<file path="src/rtl/imem_load_ctrl.sv">
// Boot loader: assembles UART bytes into 32-bit words, fills instruction memory, then releases the CPU.
// Optional trailing checksum byte enabled by IMEM_LOAD_CKSUM_EN.
module imem_load_ctrl #(
  parameter int unsigned NUM_WORDS  = 64,
  parameter int unsigned ADDR_W     = 6,
  parameter int unsigned GAP_CYCLES = 1_000_000
) (
  input  logic              clk_i,
  input  logic              rst_i,
  input  logic              rx_valid_i,
  input  logic [7:0]        rx_data_i,
  input  logic              reload_i,
  input  logic [ADDR_W-1:0] fetch_addr_i,
  output logic              imem_we_o,
  output logic [ADDR_W-1:0] imem_addr_o,
  output logic [31:0]       imem_wdata_o,
  output logic              cpu_rst_o,
  output logic              load_done_o,
  output logic              load_err_o,
  output logic [ADDR_W:0]   words_loaded_o
);

  localparam int unsigned WL_W  = ADDR_W + 1;
  localparam int unsigned GAP_W = $clog2(GAP_CYCLES + 1);

`ifdef IMEM_LOAD_CKSUM_EN
  typedef enum logic [1:0] {LOAD, WRITE, CHECK, RUN} state_e;
`else
  typedef enum logic [1:0] {LOAD, WRITE, RUN} state_e;
`endif

  state_e            state_q, state_d;
  logic [1:0]        lane_q, lane_d;
  logic [23:0]       asm_q, asm_d;
  logic [31:0]       wdata_q, wdata_d;
  logic [ADDR_W-1:0] wr_ptr_q, wr_ptr_d;
  logic [WL_W-1:0]   words_q, words_d;
  logic [GAP_W-1:0]  gap_q, gap_d;
  logic              we_q, we_d;
  logic              cpu_rst_q, cpu_rst_d;
  logic              done_q, done_d;
  logic              byte_ok;
  logic              last_word;
`ifdef IMEM_LOAD_CKSUM_EN
  logic              err_q, err_d;
  logic [7:0]        csum_q, csum_d;
`endif

  // State and datapath registers
  always_ff @(posedge clk_i) begin
    if (rst_i) begin
      state_q   <= LOAD;
      lane_q    <= 2'd0;
      asm_q     <= 24'd0;
      wdata_q   <= 32'd0;
      wr_ptr_q  <= '0;
      words_q   <= '0;
      gap_q     <= '0;
      we_q      <= 1'b0;
      cpu_rst_q <= 1'b1;
      done_q    <= 1'b0;
`ifdef IMEM_LOAD_CKSUM_EN
      err_q     <= 1'b0;
      csum_q    <= 8'd0;
`endif
    end else begin
      state_q   <= state_d;
      lane_q    <= lane_d;
      asm_q     <= asm_d;
      wdata_q   <= wdata_d;
      wr_ptr_q  <= wr_ptr_d;
      words_q   <= words_d;
      gap_q     <= gap_d;
      we_q      <= we_d;
      cpu_rst_q <= cpu_rst_d;
      done_q    <= done_d;
`ifdef IMEM_LOAD_CKSUM_EN
      err_q     <= err_d;
      csum_q    <= csum_d;
`endif
    end
  end

  // Next-state logic: byte assembly, write sequencing, gap timeout, reload override
  always_comb begin
    state_d   = state_q;
    lane_d    = lane_q;
    asm_d     = asm_q;
    wdata_d   = wdata_q;
    wr_ptr_d  = wr_ptr_q;
    words_d   = words_q;
    gap_d     = gap_q;
    we_d      = 1'b0;
    cpu_rst_d = cpu_rst_q;
    done_d    = done_q;
`ifdef IMEM_LOAD_CKSUM_EN
    err_d     = err_q;
    csum_d    = csum_q;
`endif
    byte_ok   = rx_valid_i && ((state_q == LOAD) || (state_q == WRITE));
    last_word = (wr_ptr_q == ADDR_W'(NUM_WORDS - 1));

    if (byte_ok) begin
      gap_d  = '0;
      lane_d = lane_q + 2'd1;
`ifdef IMEM_LOAD_CKSUM_EN
      csum_d = csum_q + rx_data_i;
`endif
      case (lane_q)
        2'd0: asm_d[7:0]   = rx_data_i;
        2'd1: asm_d[15:8]  = rx_data_i;
        2'd2: asm_d[23:16] = rx_data_i;
        2'd3: begin
          wdata_d = {rx_data_i, asm_q};
          we_d    = 1'b1;
          state_d = WRITE;
        end
        default: ;
      endcase
    end else if ((state_q == LOAD) && (lane_q != 2'd0)) begin
      // A stalled partial word is dropped so the host can resynchronise
      if (gap_q == GAP_W'(GAP_CYCLES)) begin
        lane_d = 2'd0;
        gap_d  = '0;
      end else begin
        gap_d = gap_q + GAP_W'(1);
      end
    end

    case (state_q)
      WRITE: begin
        wr_ptr_d = wr_ptr_q + ADDR_W'(1);
        words_d  = words_q + WL_W'(1);
        if (last_word) begin
`ifdef IMEM_LOAD_CKSUM_EN
          state_d   = CHECK;
`else
          state_d   = RUN;
          cpu_rst_d = 1'b0;
          done_d    = 1'b1;
`endif
        end else begin
          state_d = LOAD;
        end
      end
`ifdef IMEM_LOAD_CKSUM_EN
      CHECK: begin
        if (rx_valid_i) begin
          if (rx_data_i == csum_q) begin
            err_d     = 1'b0;
            state_d   = RUN;
            cpu_rst_d = 1'b0;
            done_d    = 1'b1;
          end else begin
            err_d    = 1'b1;
            state_d  = LOAD;
            lane_d   = 2'd0;
            wr_ptr_d = '0;
            words_d  = '0;
            gap_d    = '0;
            csum_d   = 8'd0;
          end
        end
      end
`endif
      default: ;
    endcase

    // Reload wins over everything; a write already on the bus still completes
    if (reload_i) begin
      state_d   = LOAD;
      lane_d    = 2'd0;
      wr_ptr_d  = '0;
      words_d   = '0;
      gap_d     = '0;
      we_d      = 1'b0;
      cpu_rst_d = 1'b1;
      done_d    = 1'b0;
`ifdef IMEM_LOAD_CKSUM_EN
      csum_d    = 8'd0;
`endif
    end
  end

  assign imem_we_o      = we_q;
  assign imem_addr_o    = (state_q == RUN) ? fetch_addr_i : wr_ptr_q;
  assign imem_wdata_o   = wdata_q;
  assign cpu_rst_o      = cpu_rst_q;
  assign load_done_o    = done_q;
  assign words_loaded_o = words_q;
`ifdef IMEM_LOAD_CKSUM_EN
  assign load_err_o     = err_q;
`else
  assign load_err_o     = 1'b0;
`endif

endmodule

</file>
<file path="config.mk">
export PLATFORM = sky130hd
export DESIGN_NAME = imem_load_ctrl
export DESIGN_NICKNAME = d
export VERILOG_FILES = /design/src/rtl/imem_load_ctrl.sv
export SDC_FILE = /design/constraint.sdc
export NUM_CORES = 1
export LEC_CHECK = 0
export ABC_AREA = 1
export CORE_MARGIN = 2
export CORE_UTILIZATION = 30
export DETAILED_ROUTE_END_ITERATION = 12
export PLACE_DENSITY = 0.53
export SLEW_MARGIN = 25
export SYNTH_ARGS = -nofsm -noshare
export SYNTH_HDL_FRONTEND = slang
export SYNTH_SLANG_ARGS = --single-unit
</file>
<file path="constraint.sdc">
create_clock -name clk_i -period 3.26 [get_ports clk_i]
set_input_delay 0.326 -clock clk_i [delete_from_list [all_inputs] [get_ports clk_i]]
set_output_delay 0.326 -clock clk_i [all_outputs]
set_load 0.02 [all_outputs]
</file>
== Word level (Yosys, flattened, before mapping) ==
Cells that the tools add are included.
Word-level totals
  register bits after elaboration: 96
  input bits: 18
  output and inout bits: 49
  word-level logic and storage cells: 54
Operators by class
  add/sub/neg operators: 4
  equal/unequal tests: 7
  muxes and demuxes: 10
  bitwise logic cells: 1
  reduce and logical (&&, ||, !) cells: 20
Operators by type and width (count)
  adder 20 x 1 -> 20 bit, second input constant: 1
  equality test 20 bit, second input constant: 1
  two-way mux 20 bit: 1
  two-way mux 2 bit: 7
  AND reduction 2 bit: 7
  nonzero test 2 bit: 5
  adder 7 x 1 -> 7 bit, second input constant: 1
  adder 6 x 1 -> 6 bit, second input constant: 1
  equality test 2 bit, second input constant: 3
  equality test 6 bit, second input constant: 1
  two-way mux 6 bit: 1
  OR reduction 3 bit: 2
  equality test 2 x 1 -> 1 bit, second input constant: 2
  logical NOT 2 bit: 2
  adder 2 x 1 -> 2 bit, second input constant: 1
  logical AND 1 bit: 2
  OR reduction 2 bit: 1
  logical OR 1 bit: 1
  two-way mux 1 bit: 1
  inverter 1 bit: 1

== Logic depth before layout (Yosys ltp) ==
Gate-level depths: netlist of the first run.
  depth in word-level cells: 5
  mapped depth: 12
  depth with buffers taken out: 11

== Worst setup path before layout of the first run ==
No wires, ideal clock.
  path type: register -> register
  start point: reg lane_q[0]
  end point: reg gap_q[11]
  setup time: 0.118 ns
  arrival time: 1.441 ns
  setup slack: 1.701 ns
  cell stages (with the launch flop): 13
  period minus slack after synthesis: 1.559 ns
  cells stage by stage: dfxtp_1 -> inv_1 -> ha_1 -> buf_6 -> nor2_4 -> nand2_2 -> buf_6 -> nor2_8 -> nand3_2 -> nor2_1 -> nand2_1 -> nand2_1 -> nor2_1
On the way
  cells in the longest elaborated chain, start to end: 2
RTL lines
  start, declared: line 33  | logic [1:0] lane_q, lane_d;
  start signal, assigned: line 68  | lane_q <= lane_d;
  nonzero test 2 bit: line 120  | end else if ((state_q == LOAD) && (lane_q != 2'd0)) begin
  logical AND 1 bit: line 120
  end signal, assigned: line 73  | gap_q <= gap_d;
  end, declared: line 38  | logic [GAP_W-1:0] gap_q, gap_d;
No other way between the ends.
A chain may end at the register's enable or synchronous reset.

== Worst setup path after layout of the first run ==
  start point: reg state_q[0]
  end point: out imem_addr_o[5]
On the way
  cells in the longest elaborated chain, start to end: 2
RTL lines
  start, declared: line 32  | state_e state_q, state_d;
  start signal, assigned: line 67  | state_q <= state_d;
  equality test 2 bit: line 186  | assign imem_addr_o = (state_q == RUN) ? fetch_addr_i : wr_ptr_q;
  two-way mux 6 bit: line 186
  end, declared: line 15  | output logic [ADDR_W-1:0] imem_addr_o,
No other way between the ends.

==> results of run 1 <==
[per-layer routing]
metal  vias to the layer above  share of wire (%)  track usage, %
li1                       1936                  -               -
met1                      1672                 50            18.1
met2                        47                 44            22.0
met3                        12                3.9            3.14
met4                         0                1.9            6.39
met5                         -                  0               0
[registers in the layout, indices dropped and copies added (netlist names)]
register        cells
asm_q              24
words_loaded_o      7
imem_wdata_o       32
state_q             2
lane_q              2
gap_q              20
load_done_o         1
wr_ptr_q            6
imem_we_o           1
cpu_rst_o           1
[synthesized netlist by cell type, types with 4 or more instances]
master,count,share of area [%]
a21oi_1,79,9.5
buf_2,10,1.2
clkbuf_1,13,1.2
dfxtp_1,96,46
ha_1,8,2.4
inv_1,41,3.7
inv_2,5,0.45
nand2_1,116,10
nand2_2,8,1.2
nand3_1,78,9.4
nand4_1,4,0.60
nor2_1,57,5.1
nor3_1,4,0.48
o21ai_0,8,0.96
xor2_1,6,1.3
[area by class of cell]
type	instances	area share [%]
inverters	46	3.32
well taps	180	4.33
clock buffers	11	4.66
clock inverters	5	0.601
flip-flops and latches	96	36.9
multi-input cells	390	37.2
repair buffers	69	13.0
[report_power, final]
| part | switching, mW | total (mW) | leakage (nW) | internal (mW) |
|---|---|---|---|---|
| clock network | 0.445 | 0.982 | 0.136 | 0.537 |
| registers | 0.00658 | 1.19 | 0.775 | 1.18 |
| logic | 0.0678 | 0.103 | 0.904 | 0.0349 |
| total | 0.520 | 2.27 | 1.81 | 1.75 |
[metrics by stage]
stage,area [sq um],cells,setup slack (ns)
after floorplan,4160,558,1.70
after global placement,4930,781,1.09
after detailed placement,4930,781,1.01
after CTS,5200,797,0.876
after global routing,5200,797,0.792
final,5200,797,0.887
[worst paths after layout]
path                     from        endpoint  depth (start not counted)
setup reg to reg    lane_q[0]       gap_q[17]                         10
hold / removal          rst_i       cpu_rst_o                          4
hold reg to reg   load_done_o     load_done_o                          2
setup / recovery   state_q[0]  imem_addr_o[5]                          4
[tightest hold or removal path, delay by kind of cell]
| kind | cells | cell delay, ns |
|---|---|---|
| buffers and inverters | 2 | 0.26 |
| AND/OR/NAND/NOR | 2 | 0.10 |
[layout by cell type, fill, tap and decap left out, types with 2 or more instances in the layout]
cell type and count:
a21oi_1 79, buf_4 4, clkbuf_16 9, clkdlybuf4s50_1 64, clkinv_2 3, dfxtp_1 96
ha_1 8, inv_1 41, inv_2 5, mux2_2 2, nand2_1 116, nand2_2 8
nand3_1 78, nand4_1 4, nor2_1 57, nor2_2 3, nor2_4 2, nor2_8 2
nor3_1 4, nor3_2 3, o21ai_0 8, xor2_1 6
[kinds of logic (layout without fill, tap and decap cells)]
kind of cell	count (synthesis)	in the layout	synth area share (%)
fa+ha+maj	8	8	2.41
other cells	1	1	0.0902
flops	96	96	46.2
xor+xnor	7	7	1.47
simple gates	280	280	30.7
compound gates	92	92	11.3
mux	2	2	0.541
buf+inv	72	131	7.25
==> results.txt, run 1 <==
Status -> completed
Row Count -> 43
CP endpoint kind -> primary output
Clock Skew -> 0.00478 ns
Clock-pin slew on the worst setup and hold paths -> 0.07 ns
Initial antenna violation count -> 0
CORE AREA -> 13700 sq um
Layout cell share with drive strength beyond 1 -> 7.78%
HP Class -> in -> reg
Syn. warnings -> 0
Startpoint types -> flop
Area grow syn2layout -> 25.2%
Synth Net Count -> 584
Util after Layout -> 37.9%
CP peak stage delay -> 0.54 ns
Worst path cell trace -> inv_1 -> nand2_1 -> mux2_2 -> clkdlybuf4s50_1
Avg Inst Size Synth -> 7.45 sq um
Total track usage -> 13.9%
CP Max Fanout -> 10
CP delay by family, top -> buffers and inverters
Async SR Flop Fraction -> 0%
Tcrit/Tclk final -> 72.8%
Seq/Total Area, Yosys -> 46.2%
Setup TNS -> 0 ns
Mapped Cells -> 558
Residual DRC -> 0
Worst-case headroom to the max-slew limit -> 56.1%
Min Clock Period, post-route -> 2.37 ns
P_leak -> 1.81 nW
Filler Cell Count -> 1451
CTS max path bufs -> 2
Die width -> 122 um
Clk sinks -> 96
Routed Antenna Nets -> 0
CTS Hold Buffers Added -> 0
Post-CTS sizing -> 0
Fmax -> 0.421 GHz
WP data arrival -> 2.05 ns
Final setup viols -> 0
Largest net degree at the start of global routing -> 57
Slew @ Worst Pin -> 0.657 ns
Max-cap violations -> 0
# IOs -> 67
Buf/Inv on CP -> 2
Multi-input logic area -> 1940 sq um
Total Power -> 2.27 mW
H-tree Lvls -> 3
Routed wire length -> 9880 um
Dpl hpwl -> 6840 um
# nets final -> 638
Register area -> 1920 sq um
Clk_lat worst skew -> 0.34 ns
I/O Buffers -> 65
Remaining Overflow, GRT -> 0
Number of CTS-inserted buffers -> 9
Starting density of the core -> 30.3%
Hold slack -> 0.384 ns
Die area -> 14800 sq um
Global placement routability congestion -> 0.795
Worst EP required -> 2.93 ns
Vias in the first global route -> 3544
Worst VDD drop -> 0.184 mV
Ys flop type -> dfxtp_1
DR iter-0 viols -> 140
Die Height -> 122 um
Max-slew violations -> 0
Root buf cell -> clkbuf_16
Crit Path Class -> reg -> out
First-pass GRT wire length -> 16400 um
Number of synthesized flops with an enable pin -> 0
ANT cells -> 0
Register bit count reported by yosys -> 96
Cell variety after synth -> 32
CTS tree -> built
Post-Syn Area -> 4160 sq um
Vias -> 3667
Drt pass-1 iters -> 4
Pwr dens -> 437 nW/um^2
Post-CTS Repair Setup Buffers -> 0
RSZ-0062 raised after global routing -> no
R2R Setup Slk -> 1.03 ns
Drt wl/cell -> 12.4 um
Critical-path top delay cell -> clkdlybuf4s50_1
Final Hold Fails -> 0
Vias/cell -> 4.60
Power figures use the tool's default switching activity.
==> inputs of run 2 (changes only) <==
==> constraint.sdc (replaced) <==
create_clock -name clk_i -period 2.3 [get_ports clk_i]
set_input_delay 0.23 -clock clk_i [delete_from_list [all_inputs] [get_ports clk_i]]
set_output_delay 0.23 -clock clk_i [all_outputs]
set_load 0.02 [all_outputs]
==> run 2 against run 1 <==
Net effect: first-iteration DRC count up 110%; core utilization up 0.51 points; die area unchanged; clock skew up 0.0027 ns; sequential share of layout area down 0.49 points; register-to-register slack worse by 0.72 ns; count of clock-buffer cells in the layout up 2; global-route usage up 0.21 points; setup slack worse by 0.68 ns; combinational power up 44%; sequential power up 42%.
==> results.txt, run 2 (synthesis results as in run 1) <==
Slew @ Worst Pin -> 0.635 ns (-0.0222 ns)
Status -> completed
Reg-to-reg startpoint -> lane_q[0]
Final setup viols -> 0 (unchanged)
Tcrit/Tclk final -> 91.0%
Root buf cell -> clkbuf_16
# IOs -> 67 (unchanged)
Drt pass-1 iters -> 4 (unchanged)
Area grow syn2layout -> 26.8%
CTS tree -> built
Max-slew violations -> 0 (unchanged)
Max-cap violations -> 0 (unchanged)
Number of CTS-inserted buffers -> 9 (unchanged)
First-pass GRT wire length -> 16800 um (+2.3%)
Die Height -> 122 um (unchanged)
Dpl hpwl -> 6910 um (+1.0%)
RR Endpoint -> lane_q[1]
Most common cell after layout, fill and taps aside -> nand2_1
I/O Buffers -> 65 (unchanged)
Setup TNS -> 0 ns (unchanged)
P_leak -> 1.85 nW (+1.8%)
Worst path cell trace -> inv_1 -> nand2_2 -> mux2_2 -> clkdlybuf4s50_1
CP peak stage delay -> 0.54 ns (about the same)
Max reg flops -> 32 (unchanged)
ANT cells -> 0 (unchanged)
Vias in the first global route -> 3532 (-0.34%)
CORE AREA -> 13700 sq um (unchanged)
Most frequent cells in the layout -> nand2_1, dfxtp_1, a21oi_1
Layout cell share with drive strength beyond 1 -> 8.40% (+0.62 points)
Routed wire length -> 9920 um (+0.39%)
CP endpoint kind -> primary output
R2R cell count -> 8 (-2)
Residual DRC -> 0 (unchanged)
Largest net degree at the start of global routing -> 57 (unchanged)
Worst-case headroom to the max-slew limit -> 57.5% (+1.5 points)
Die width -> 122 um (unchanged)
Routed Antenna Nets -> 0 (unchanged)
Vias/cell -> 4.60 (about the same)
R2R Setup Slk -> 0.31 ns (-0.72 ns)
Startpoint types -> flop
Pwr dens -> 651 nW/um^2 (+49%)
Vias -> 3674 (+0.19%)
# nets final -> 640 (+0.31%)
DR iter-0 viols -> 290 (+110%)
Worst VDD drop -> 0.287 mV (+56%)
Remaining Overflow, GRT -> 0 (unchanged)
Crit Path Class -> reg -> out
CP delay by family, top -> buffers and inverters
Global placement routability congestion -> 0.817 (+2.8%)
Clk sinks -> 96 (unchanged)
H-tree Lvls -> 3 (unchanged)
CTS max path bufs -> 2 (unchanged)
Fmax -> 0.478 GHz
WP data arrival -> 1.86 ns (-0.19 ns)
Final non-filler cell total -> 799 (+0.25%)
Total track usage -> 14.1% (+0.21 points)
Row Count -> 43 (unchanged)
HP Start -> rst_i
Buf/Inv on CP -> 2 (unchanged)
Critical-path top delay cell -> clkdlybuf4s50_1
Hold EP -> words_loaded_o[1]
Filler Cell Count -> 1435 (-1.1%)
Final Hold Fails -> 0 (unchanged)
Min Clock Period, post-route -> 2.09 ns
WHS Path Cells -> 4 (unchanged)
HP Class -> in -> reg
Initial antenna violation count -> 0 (unchanged)
Worst EP required -> 2.07 ns (-0.86 ns)
Placed cells -> 783 (+0.26%)
Clock-pin slew on the worst setup and hold paths -> 0.06 ns (about the same)
CTS Hold Buffers Added -> 0 (unchanged)
CP Max Fanout -> 10 (unchanged)
Die area -> 14800 sq um (unchanged)
Starting density of the core -> 30.3% (unchanged)
Clk_lat worst skew -> 0.34 ns (about the same)
Drt wl/cell -> 12.4 um (+0.14%)
Clock Skew -> 0.00744 ns (+0.00267 ns)
RSZ-0062 raised after global routing -> no
==> run 2: routing by layer <==
metal	vias up	wire [um]	track usage [%]
li1	1933	-	-
met1	1661	4870	19.1
met2	69	4430	21.8
met3	11	442	2.81
met4	0	172	6.18
met5	-	0	0
==> run 2: through the flow <==
| stage | utilization (%) | hold slack, ns | worst slack, ns | total power, mW | instance area (sq um) |
|---|---|---|---|---|---|
| finish | 38.4 | 0.299 | 0.207 | 3.43 | 5280 |
| global route | 38.4 | 0.316 | 0.0890 | 3.56 | 5280 |
| global placement | 36.1 | 0.440 | 0.415 | 1.87 | 4950 |
| CTS | 38.4 | 0.291 | 0.0672 | 3.48 | 5270 |
| detailed placement | 36.1 | 0.445 | 0.330 | 1.87 | 4950 |
| floorplan | - | 0.395 | 0.741 | 1.81 | 4160 |
==> run 2: where the power goes <==
| part | total, mW | switching [mW] | leakage, nW | internal [mW] |
|---|---|---|---|---|
| sequential | 1.69 | 0.00910 | 0.775 | 1.68 |
| clock | 1.60 | 0.634 | 0.158 | 0.966 |
| combinational | 0.148 | 0.0966 | 0.913 | 0.0519 |
| total | 3.43 | 0.740 | 1.85 | 2.69 |
==> run 2: area by class of cell <==
| class | instances | area (sq um) | share of cell area [%] |
|---|---|---|---|
| inverter | 46 | 173 | 3.27 |
| timing repair buffer | 71 | 691 | 13.1 |
| tap | 180 | 225 | 4.27 |
| multi-input combinational | 390 | 1940 | 36.7 |
| clock buffer | 13 | 280 | 5.31 |
| clock inverter | 3 | 46.3 | 0.878 |
| sequential | 96 | 1920 | 36.4 |
==> run 2: repair_timing <==
action                     CTS  global route
buffers inserted             0             0
setup endpoints to repair    0             2
resized for setup            0             1
==> run 2: tightest hold or removal path, stage by stage <==
cell and delay, ns:
buf_2 0.09, nor2_1 0.05, inv_2 0.17, a21oi_1 0.06
==> run 2: worst max path at each step <==
stage | start | endpoint | slack (ns) | cells past startpoint
finish | state_q[0] | imem_addr_o[4] | 0.21 | 4
global route | lane_q[0] | gap_q[17] | 0.09 | 10
CTS | state_q[0] | imem_addr_o[4] | 0.07 | 4
detailed placement | lane_q[0] | lane_q[1] | 0.33 | 8
global placement | lane_q[0] | gap_q[17] | 0.41 | 10
floorplan | lane_q[0] | gap_q[11] | 0.74 | 12
==> inputs of run 3 (changes only) <==
--- a/config.mk
+++ b/config.mk
@@ -9,6 +9,7 @@
 export CORE_MARGIN = 2
 export CORE_UTILIZATION = 30
 export DETAILED_ROUTE_END_ITERATION = 12
+export HOLD_SLACK_MARGIN = 0.05
 export PLACE_DENSITY = 0.53
 export SLEW_MARGIN = 25
 export SYNTH_ARGS = -nofsm -noshare
==> results of run 3 <==
The final DEF is identical to that of run 2; final timing and power are the same.
